<file path="src/rtl/execute_pkg.sv">
// Shared Y86-64 encodings for the execute stage: instruction, ALU-function and
// status codes, plus the branch/cmov condition evaluator.
package execute_pkg;

    typedef enum logic [3:0] {
        I_HALT   = 4'h0,
        I_NOP    = 4'h1,
        I_RRMOVQ = 4'h2,
        I_IRMOVQ = 4'h3,
        I_RMMOVQ = 4'h4,
        I_MRMOVQ = 4'h5,
        I_OPQ    = 4'h6,
        I_JXX    = 4'h7,
        I_CALL   = 4'h8,
        I_RET    = 4'h9,
        I_PUSHQ  = 4'hA,
        I_POPQ   = 4'hB
    } icode_e;

    typedef enum logic [3:0] {
        ALU_ADD = 4'h0,
        ALU_SUB = 4'h1,
        ALU_AND = 4'h2,
        ALU_XOR = 4'h3
    } alufn_e;

    typedef enum logic [3:0] {
        C_YES = 4'h0,
        C_LE  = 4'h1,
        C_L   = 4'h2,
        C_E   = 4'h3,
        C_NE  = 4'h4,
        C_GE  = 4'h5,
        C_G   = 4'h6
    } cond_e;

    typedef enum logic [2:0] {
        STAT_AOK = 3'd1,
        STAT_HLT = 3'd2,
        STAT_ADR = 3'd3,
        STAT_INS = 3'd4
    } stat_e;

    localparam logic [3:0] REG_NONE = 4'hF;

    // cc is packed {ZF,SF,OF}; unknown condition codes never fire.
    function automatic logic cond_eval(input logic [3:0] ifun, input logic [2:0] cc);
        logic zf;
        logic sf;
        logic of;
        logic res;
        zf  = cc[2];
        sf  = cc[1];
        of  = cc[0];
        res = 1'b0;
        case (cond_e'(ifun))
            C_YES:   res = 1'b1;
            C_LE:    res = (sf ^ of) | zf;
            C_L:     res = sf ^ of;
            C_E:     res = zf;
            C_NE:    res = ~zf;
            C_GE:    res = ~(sf ^ of);
            C_G:     res = ~(sf ^ of) & ~zf;
            default: res = 1'b0;
        endcase
        return res;
    endfunction

endpackage

</file>
<file path="src/rtl/execute_alu.sv">
// Combinational Y86-64 ALU: B op A modulo 2^DW, with the flag set {ZF,SF,OF}
// the operation would produce.
module execute_alu
    import execute_pkg::*;
#(
    parameter int DW = 64
) (
    input  logic [DW-1:0] alu_a_i,
    input  logic [DW-1:0] alu_b_i,
    input  logic [3:0]    alufun_i,
    output logic [DW-1:0] val_e_o,
    output logic [2:0]    flags_o
);

    logic [DW-1:0] res;
    logic          of;

    always_comb begin
        res = '0;
        of  = 1'b0;
        case (alufn_e'(alufun_i))
            ALU_ADD: begin
                res = alu_b_i + alu_a_i;
                of  = (alu_a_i[DW-1] == alu_b_i[DW-1]) && (res[DW-1] != alu_a_i[DW-1]);
            end
            ALU_SUB: begin
                res = alu_b_i - alu_a_i;
                of  = (alu_a_i[DW-1] != alu_b_i[DW-1]) && (res[DW-1] != alu_b_i[DW-1]);
            end
            ALU_AND: res = alu_b_i & alu_a_i;
            ALU_XOR: res = alu_b_i ^ alu_a_i;
            default: begin
                res = '0;
                of  = 1'b0;
            end
        endcase
    end

    assign val_e_o = res;
    assign flags_o = {(res == '0), res[DW-1], of};

endmodule

</file>
<file path="src/rtl/execute.sv">
// Y86-64 execute stage: operand selection, ALU, condition-code register,
// branch/cmov condition and the E->M pipeline register.
module execute
    import execute_pkg::*;
#(
    parameter int         DW    = 64,
    parameter logic [3:0] RNONE = 4'hF
) (
    input  logic          clk_i,
    input  logic          rst_n_i,
    input  logic [2:0]    E_stat_i,
    input  logic [63:0]   E_pc_i,
    input  logic [3:0]    E_icode_i,
    input  logic [3:0]    E_ifun_i,
    input  logic [DW-1:0] E_valA_i,
    input  logic [DW-1:0] E_valB_i,
    input  logic [DW-1:0] E_valC_i,
    input  logic [3:0]    E_dstE_i,
    input  logic [3:0]    E_dstM_i,
    input  logic [2:0]    m_stat_i,
    input  logic [2:0]    W_stat_i,
    input  logic          M_stall_i,
    input  logic          M_bubble_i,
    output logic [DW-1:0] e_valE_o,
    output logic [3:0]    e_dstE_o,
    output logic          e_Cnd_o,
    output logic [2:0]    cc_o,
    output logic [2:0]    M_stat_o,
    output logic [63:0]   M_pc_o,
    output logic [3:0]    M_icode_o,
    output logic          M_Cnd_o,
    output logic [DW-1:0] M_valE_o,
    output logic [DW-1:0] M_valA_o,
    output logic [3:0]    M_dstE_o,
    output logic [3:0]    M_dstM_o
);

    localparam logic [DW-1:0] PLUS8  = DW'(8);
    localparam logic [DW-1:0] MINUS8 = ~DW'(7);

    icode_e        icode;
    logic [DW-1:0] alu_a;
    logic [DW-1:0] alu_b;
    logic [3:0]    alufun;
    logic [DW-1:0] alu_res;
    logic [2:0]    alu_flags;
    logic          cnd;
    logic          set_cc;

    logic [2:0]    cc_q,      cc_d;
    logic [2:0]    m_stat_q,  m_stat_d;
    logic [63:0]   m_pc_q,    m_pc_d;
    logic [3:0]    m_icode_q, m_icode_d;
    logic          m_cnd_q,   m_cnd_d;
    logic [DW-1:0] m_vale_q,  m_vale_d;
    logic [DW-1:0] m_vala_q,  m_vala_d;
    logic [3:0]    m_dste_q,  m_dste_d;
    logic [3:0]    m_dstm_q,  m_dstm_d;

    assign icode = icode_e'(E_icode_i);

    always_comb begin
        alu_a = '0;
        alu_b = '0;
        case (icode)
            I_RRMOVQ, I_OPQ:              alu_a = E_valA_i;
            I_IRMOVQ, I_RMMOVQ, I_MRMOVQ: alu_a = E_valC_i;
            I_CALL, I_PUSHQ:              alu_a = MINUS8;
            I_RET, I_POPQ:                alu_a = PLUS8;
            default:                      alu_a = '0;
        endcase
        case (icode)
            I_RMMOVQ, I_MRMOVQ, I_OPQ, I_CALL, I_PUSHQ, I_RET, I_POPQ: alu_b = E_valB_i;
            default:                                                   alu_b = '0;
        endcase
    end

    assign alufun = (icode == I_OPQ) ? E_ifun_i : ALU_ADD;

    execute_alu #(.DW(DW)) u_alu (
        .alu_a_i  (alu_a),
        .alu_b_i  (alu_b),
        .alufun_i (alufun),
        .val_e_o  (alu_res),
        .flags_o  (alu_flags)
    );

    // Condition is judged on the pre-update CC so a flag-setting OPQ in E
    // cannot influence its own cycle's branch/cmov decision.
    assign cnd    = ((icode == I_JXX) || (icode == I_RRMOVQ)) ? cond_eval(E_ifun_i, cc_q) : 1'b0;
    assign set_cc = (icode == I_OPQ) && (E_stat_i == STAT_AOK) && (m_stat_i == STAT_AOK)
                 && (W_stat_i == STAT_AOK) && !M_stall_i;

    assign e_valE_o = alu_res;
    assign e_Cnd_o  = cnd;
    assign e_dstE_o = ((icode == I_RRMOVQ) && !cnd) ? RNONE : E_dstE_i;

    assign cc_d = set_cc ? alu_flags : cc_q;

    always_comb begin
        m_stat_d  = m_stat_q;
        m_pc_d    = m_pc_q;
        m_icode_d = m_icode_q;
        m_cnd_d   = m_cnd_q;
        m_vale_d  = m_vale_q;
        m_vala_d  = m_vala_q;
        m_dste_d  = m_dste_q;
        m_dstm_d  = m_dstm_q;
        if (M_bubble_i) begin
            m_stat_d  = STAT_AOK;
            m_pc_d    = '0;
            m_icode_d = I_NOP;
            m_cnd_d   = 1'b0;
            m_vale_d  = '0;
            m_vala_d  = '0;
            m_dste_d  = RNONE;
            m_dstm_d  = RNONE;
        end else if (!M_stall_i) begin
            m_stat_d  = E_stat_i;
            m_pc_d    = E_pc_i;
            m_icode_d = E_icode_i;
            m_cnd_d   = cnd;
            m_vale_d  = alu_res;
            m_vala_d  = E_valA_i;
            m_dste_d  = e_dstE_o;
            m_dstm_d  = E_dstM_i;
        end
    end

    always_ff @(posedge clk_i) begin
        if (!rst_n_i) begin
            cc_q      <= 3'b100;
            m_stat_q  <= STAT_AOK;
            m_pc_q    <= '0;
            m_icode_q <= I_NOP;
            m_cnd_q   <= 1'b0;
            m_vale_q  <= '0;
            m_vala_q  <= '0;
            m_dste_q  <= RNONE;
            m_dstm_q  <= RNONE;
        end else begin
            cc_q      <= cc_d;
            m_stat_q  <= m_stat_d;
            m_pc_q    <= m_pc_d;
            m_icode_q <= m_icode_d;
            m_cnd_q   <= m_cnd_d;
            m_vale_q  <= m_vale_d;
            m_vala_q  <= m_vala_d;
            m_dste_q  <= m_dste_d;
            m_dstm_q  <= m_dstm_d;
        end
    end

    assign cc_o      = cc_q;
    assign M_stat_o  = m_stat_q;
    assign M_pc_o    = m_pc_q;
    assign M_icode_o = m_icode_q;
    assign M_Cnd_o   = m_cnd_q;
    assign M_valE_o  = m_vale_q;
    assign M_valA_o  = m_vala_q;
    assign M_dstE_o  = m_dste_q;
    assign M_dstM_o  = m_dstm_q;

endmodule

</file>
<file path="config.mk">
export PLATFORM = sky130hd
export DESIGN_NAME = execute
export DESIGN_NICKNAME = d
export VERILOG_FILES = /design/src/rtl/execute_pkg.sv /design/src/rtl/execute_alu.sv /design/src/rtl/execute.sv
export SDC_FILE = /design/constraint.sdc
export NUM_CORES = 1
export LEC_CHECK = 0
export ABC_AREA = 1
export BUFFER_PORTS_ARGS = -buffer_cell sky130_fd_sc_hd__buf_2
export CELL_PAD_IN_SITES_DETAIL_PLACEMENT = 2
export CELL_PAD_IN_SITES_GLOBAL_PLACEMENT = 2
export CORE_ASPECT_RATIO = 0.9
export CORE_MARGIN = 4
export CORE_UTILIZATION = 27
export DETAILED_ROUTE_END_ITERATION = 16
export GPL_TIMING_DRIVEN = 0
export PLACE_DENSITY = 0.91
export SYNTH_ARGS = -nofsm -noshare
export SYNTH_HDL_FRONTEND = slang
export SYNTH_SLANG_ARGS = --single-unit
</file>
<file path="constraint.sdc">
create_clock -name clk_i -period 6.51 [get_ports clk_i]
set_input_delay 0.9765 -clock clk_i [delete_from_list [all_inputs] [get_ports clk_i]]
set_output_delay 0.9765 -clock clk_i [all_outputs]
set_load 0.05 [all_outputs]
</file>
; After elaboration in Yosys (flattened, before gate mapping)
; Index checks and enable logic that the tools add are counted.
[totals]
reg_bits = 211
in_bits = 285
out_inout_bits = 280
word_cells = 72
[op_classes]
n_addsub = 2
eq_ne = 26
mux = 8
n_bitwise = 8
reduce_logical = 19
[ops]
columns = operator, n
row1 = case mux 64 bit (4 select lines), 2
row2 = adder 64 bit, 1
row3 = AND 64 bit, 1
row4 = zero test 64 bit, 1
row5 = two-way mux 64 bit, 1
row6 = subtractor 64 bit, 1
row7 = bitwise XOR 64 bit, 1
row8 = "== test 4 x 3 -> 1 bit, second input constant", 7
row9 = "== test 4 x 2 -> 1 bit, second input constant", 6
row10 = "== test 4 bit, second input constant", 4
row11 = "== test 3 x 1 -> 1 bit, second input constant", 3
row12 = "== test 4 x 1 -> 1 bit, second input constant", 2
row13 = zero test 4 bit, 2
row14 = two-way mux 4 bit, 2
row15 = OR reduction 2 bit, 4
row16 = logical AND 1 bit, 7
row17 = case mux 1 bit (7 select lines), 1
row18 = OR reduction 7 bit, 1
row19 = inequality test 1 bit, 3
row20 = NOT 1 bit, 3
row21 = OR reduction 3 bit, 1
row22 = zero test 1 bit, 2
row23 = case mux 1 bit (2 select lines), 1
row24 = AND 1 bit, 1
row25 = 5 further kinds, 5

; Depth between registers and ports, before layout
[logic_depth]
word_depth = 8
mapped_depth = 34
ltp_nobuf = 32

; Modules after synthesis
; From an unflattened synthesis, not the netlist that was laid out.
[unflattened]
hier_cells = 4402
area_unflattened_um2 = 23862.9
[by_module_without_submodules]
columns = mod, instances, cells_per_inst, area_per_inst_um2
row1 = execute_alu, 1, 3074, 14517.7
row2 = execute, 1, 1328, 9345.2

; Worst setup path before layout
; OpenSTA, ideal clock, no wires.
[synth_path]
kind = input to output
from = input port E_icode_i[0]
to = output port e_valE_o[61]
t_arrival_ns = 4.386
required_ns = 5.534
slack_ns = 1.148
cell_stages = 25
n_path_buf = 3
cell_sequence = inv_1 > nand2_1 > nor2_1 > clkbuf_1 > buf_1 > a22oi_1 > and2_1 > ha_1 > buf_2 > nand2_1 > nand2_1 > o21bai_1 > a21oi_1 > nand2_1 > nand2_1 > nand3_1 > nand2_1 > nand2_2 > nand2_2 > nand2_1 > nand2_1 > o21ai_1 > or2_0 > nand3_1 > nand3b_1
[synth_between]
elab_chain_len = 5
[synth_lines]
columns = element, line
row1 = "start, declared", execute.sv:13  ; input logic [3:0] E_icode_i,
row2 = == test 4 x 3 -> 1 bit (tied with other cells), "execute.sv:65, execute.sv:72"
row3 = OR reduction 3 bit (tied with other cells), execute.sv:65  ; case (icode)
row4 = case mux 64 bit (4 select lines) / two-way mux 64 bit (equally long branches), "execute.sv:65, execute.sv:72"
row5 = subtractor 64 bit (tied with other cells), execute_alu.sv:27  ; res = alu_b_i - alu_a_i;
row6 = case mux 64 bit (4 select lines) (*), execute_alu.sv:21  ; case (alufn_e'(alufun_i))
row7 = "end, declared", execute.sv:24  ; output logic [DW-1:0] e_valE_o,
; Mark *: on every way between the ends. The rest lies on a longest branch, timed or not.

; Worst setup path after layout
[layout_path]
from = input port E_icode_i[0]
to = output port e_valE_o[62]
; Same word-level chain as after synthesis.

==> metrics.md <==
| Metric | Value |
|---|---|
| Setup Crit Path Kind | in2out |
| Htree depth | 1 |
| Worst-case clock buffer depth | 3 |
| Layout cells sized above 1 | 0.200 |
| DRT Pass-1 Iters | 5 |
| Max_cap viols | 0 |
| RSZ-0062 raised after global routing | yes |
| Slew @ Worst Pin | 1450 ps |
| Reg2reg end | M_dstE_o[3] |
| Port-buffer cells | around 560 |
| Hold Fails Final Rpt | 0 |
| Post-route setup slack | ~76 ps |
| Die area | ~80,000 um2 |
| Wire length on met3 | ~12,000 um |
| Fmax achieved | between 0.15 and 0.2 GHz |
| Total gr overflow | 0 |
| Initial DRC Count | roughly 2,000 |
| Wirelength, routed | roughly 140,000 um |
| CTS buffer count | 29 |
| Asr flop ratio synth | 0 |
| Worst-path clk slew | about 50 ps |
| Total Power | about 5800 uW |
| P_sw | around 2900 uW |
| Worst hold endpoint | M_valA_o[18] |
| Hold depth | 2 |
| Post-DP Area | about 25,000 um2 |
| Relative slew slack | 0.0365 |
| Seq cells post-synth | about 210 |
| Setup slack at placement | -2310 ps |
| CTS sink cnt | 211 |
| R2R Setup Slk | about 4500 ps |
| Commonest cells in the netlist | nand2_1, inv_1, nor2_1 |
| Synth area leader | dfxtp_1 |
| Area Growth Syn to Fin | 28.4% |
| Cell Count, Final, Fillers Out | ~5,400 |
| Hold_buf cts | 0 |
| Vias per Instance | around 5.4 |
| Area contributors post-synth | dfxtp_1, nand2_1, inv_1 |
| Syn nets | just over 4,000 |
| Top layer in use | met5 |
| Sw Ratio | 0.497 |
| Post-synth top flop | dfxtp_1 |
| Final Critical Period | around 6400 ps |
| Die extent in x | 300 um |
| Setup Viol. Count Final | 0 |
| Drt drc | 0 |
| Critical path required time | between 5000 and 6000 ps |
| I/O Pins | 565 |
| Die Y | 271 um |
| Initial Utilization | 0.272 |
| Via Count | 28,900 |
| Pleak | 0.0144 uW |
| Power Density | about 220 nW/um2 |
| Met2 routed WL | ~65,000 um |
| Max FO, Critical Path | 10 |
| Core ar. | approximately 76,000 um2 |
| Vias in the first global route | ~31,000 |
| R2R depth | 9 |
| WL met1 | 59,700 um |
| Mean Syn Cell Area | roughly 5.6 um2 |
| Final core utilization | 0.350 |
| CP startpoint kind | input port |
| Logic pwr share | 0.482 |
| Reg power frac | 0.235 |
| Final ANT Viol Nets | 0 |
| Total GRT Usage | 0.328 |
| Int Pwr | around 3000 uW |
| Post-Synthesis Cells | 3,715 |
| Cells after DPL | 5,308 |
| Clk pwr share | 0.283 |
| Hold Path Class | reg2reg |
| Initial antenna violation count | 23 |
| Post-synth EDFFs | 0 |
| Clock skew | 3.63 ps |
| Status | finished clean |
| Hold wc startpoint | M_valA_o[18] |
| Hpwl dp | ~120,000 um |
| Worst vdd ir | between 0.0001 and 0.00015 V |
| Largest net degree at the start of global routing | 16 |
| CTS tree | yes |
| First-pass GRT wire length | 202,000 um |
| Final instance area | ~27,000 um2 |
| Fin nets | about 4,700 |
| Seq/Total Area, Yosys | 0.203 |
| Worst R2R Start | cc_o[0] |
| Mapped cell area | slightly above 20,000 um2 |
| Crit path capture type | primary output |
| Clock Latency Late Sink | 600 ps |
| Std-Cell Rows | 96 |
| Root buffer cell | clkbuf_16 |
| Fin. max-slew vios | 0 |
| Routed len/inst | around 26 um |
| CP arrival | roughly 5500 ps |
| Count leader, synth | nand2_1 |
| Period utilization | 0.988 |
| YS warnings | 0 |
| Distinct cells, synth | 52 |
| Top cell type's share of synthesized area | 0.203 |
| GP Congestion | 1.00 |
-- how the worst max path moves through the flow --
stage,startpoint,to,slack [ps],depth (start not counted)
final,E_icode_i[0],e_valE_o[62],80,23
after global routing,E_icode_i[0],e_valE_o[56],-90,32
after CTS,E_icode_i[2],e_valE_o[60],-20,28
after detailed placement,E_icode_i[0],e_valE_o[56],-2310,29
after global placement,E_icode_i[0],e_valE_o[56],-2240,29
after floorplan,E_icode_i[0],e_valE_o[61],1150,25
-- stage by stage --
step | TNS [ps] | hold WS, ps
after floorplan | 0 | 675
after global placement | -93910 | 441
after detailed placement | -103720 | 457
after CTS | -22.4 | 465
after global routing | -296 | 480
final | 0 | 470
-- flip-flops by register name, summed over array words and instances, names as in the netlist, 3 cells and up --
register	flops
M_stat_o	3
cc_o	3
M_valA_o	64
M_icode_o	4
M_pc_o	64
M_valE_o	64
M_dstE_o	4
M_dstM_o	4
-- routing by layer --
| metal | up-vias | track usage |
|---|---|---|
| li1 | 13000 | - |
| met1 | 14400 | 0.413 |
| met2 | 1170 | 0.538 |
| met3 | 271 | 0.0867 |
| met4 | 10 | 0.123 |
| met5 | - | 0 |
-- layout by cell type, fill, tap and decap left out, types with 48 or more instances in the layout --
master and count:
nand4_1 48, clkbuf_1 96, a21oi_1 304, and2_1 58, nand3_1 283, nand2_1 994
a22oi_1 61, dfxtp_1 211, inv_1 557, nor2_1 424, ha_1 123, buf_2 587
o21ai_0 160
-- area by class of cell --
type	count	area, um2
Antenna cell	19	47.5
Buffer	167	833
Clock buffer	39	803
Clock inverter	13	119
Fill cell	9778	49600
Inverter	568	2140
Multi-Input combinational cell	2763	14200
Sequential cell	211	4220
Tap cell	1029	1290
Timing Repair Buffer	585	3020
-- worst max-delay path, stage by stage --
cell	delay [ps]
buf_2	150
inv_1	140
nand2_2	120
nor2_4	260
clkbuf_16	220
buf_8	220
a22o_1	240
ha_1	200
inv_2	110
fa_2	410
buf_4	220
nand2_1	110
nand3_1	280
nand2_1	200
nand2_1	130
nand3_1	150
nand2_1	120
nand3_1	170
nand3_1	110
nand2_1	90
nand3_1	150
nand3_1	310
buf_2	340
-- power groups by stage --
stage	combinational [uW]	sequential [uW]	clock, uW
4_1_cts	2650	1370	1680
2_1_floorplan	1420	1560	0
6_report	2800	1370	1650
5_1_grt	2970	1370	1720
3_5_place_dp	2580	1400	0
3_3_place_gp	2470	1390	0
-- kinds of logic after synthesis --
logic type / share of synthesized area
XOR/XNOR: 0.00127
AO/OA/AOI/OAI: 0.172
adder cells (fa/ha/maj): 0.0821
flip-flops: 0.203
buffers and inverters: 0.137
AND/OR/NAND/NOR: 0.404
-- repair_timing --
item / CTS / global route
resized for setup: 102 / 137
pin swaps: 10 / 17
buffers inserted: 11 / 10
setup endpoints to repair: 77 / 29
No activity file was read; power rests on OpenSTA's default activity.
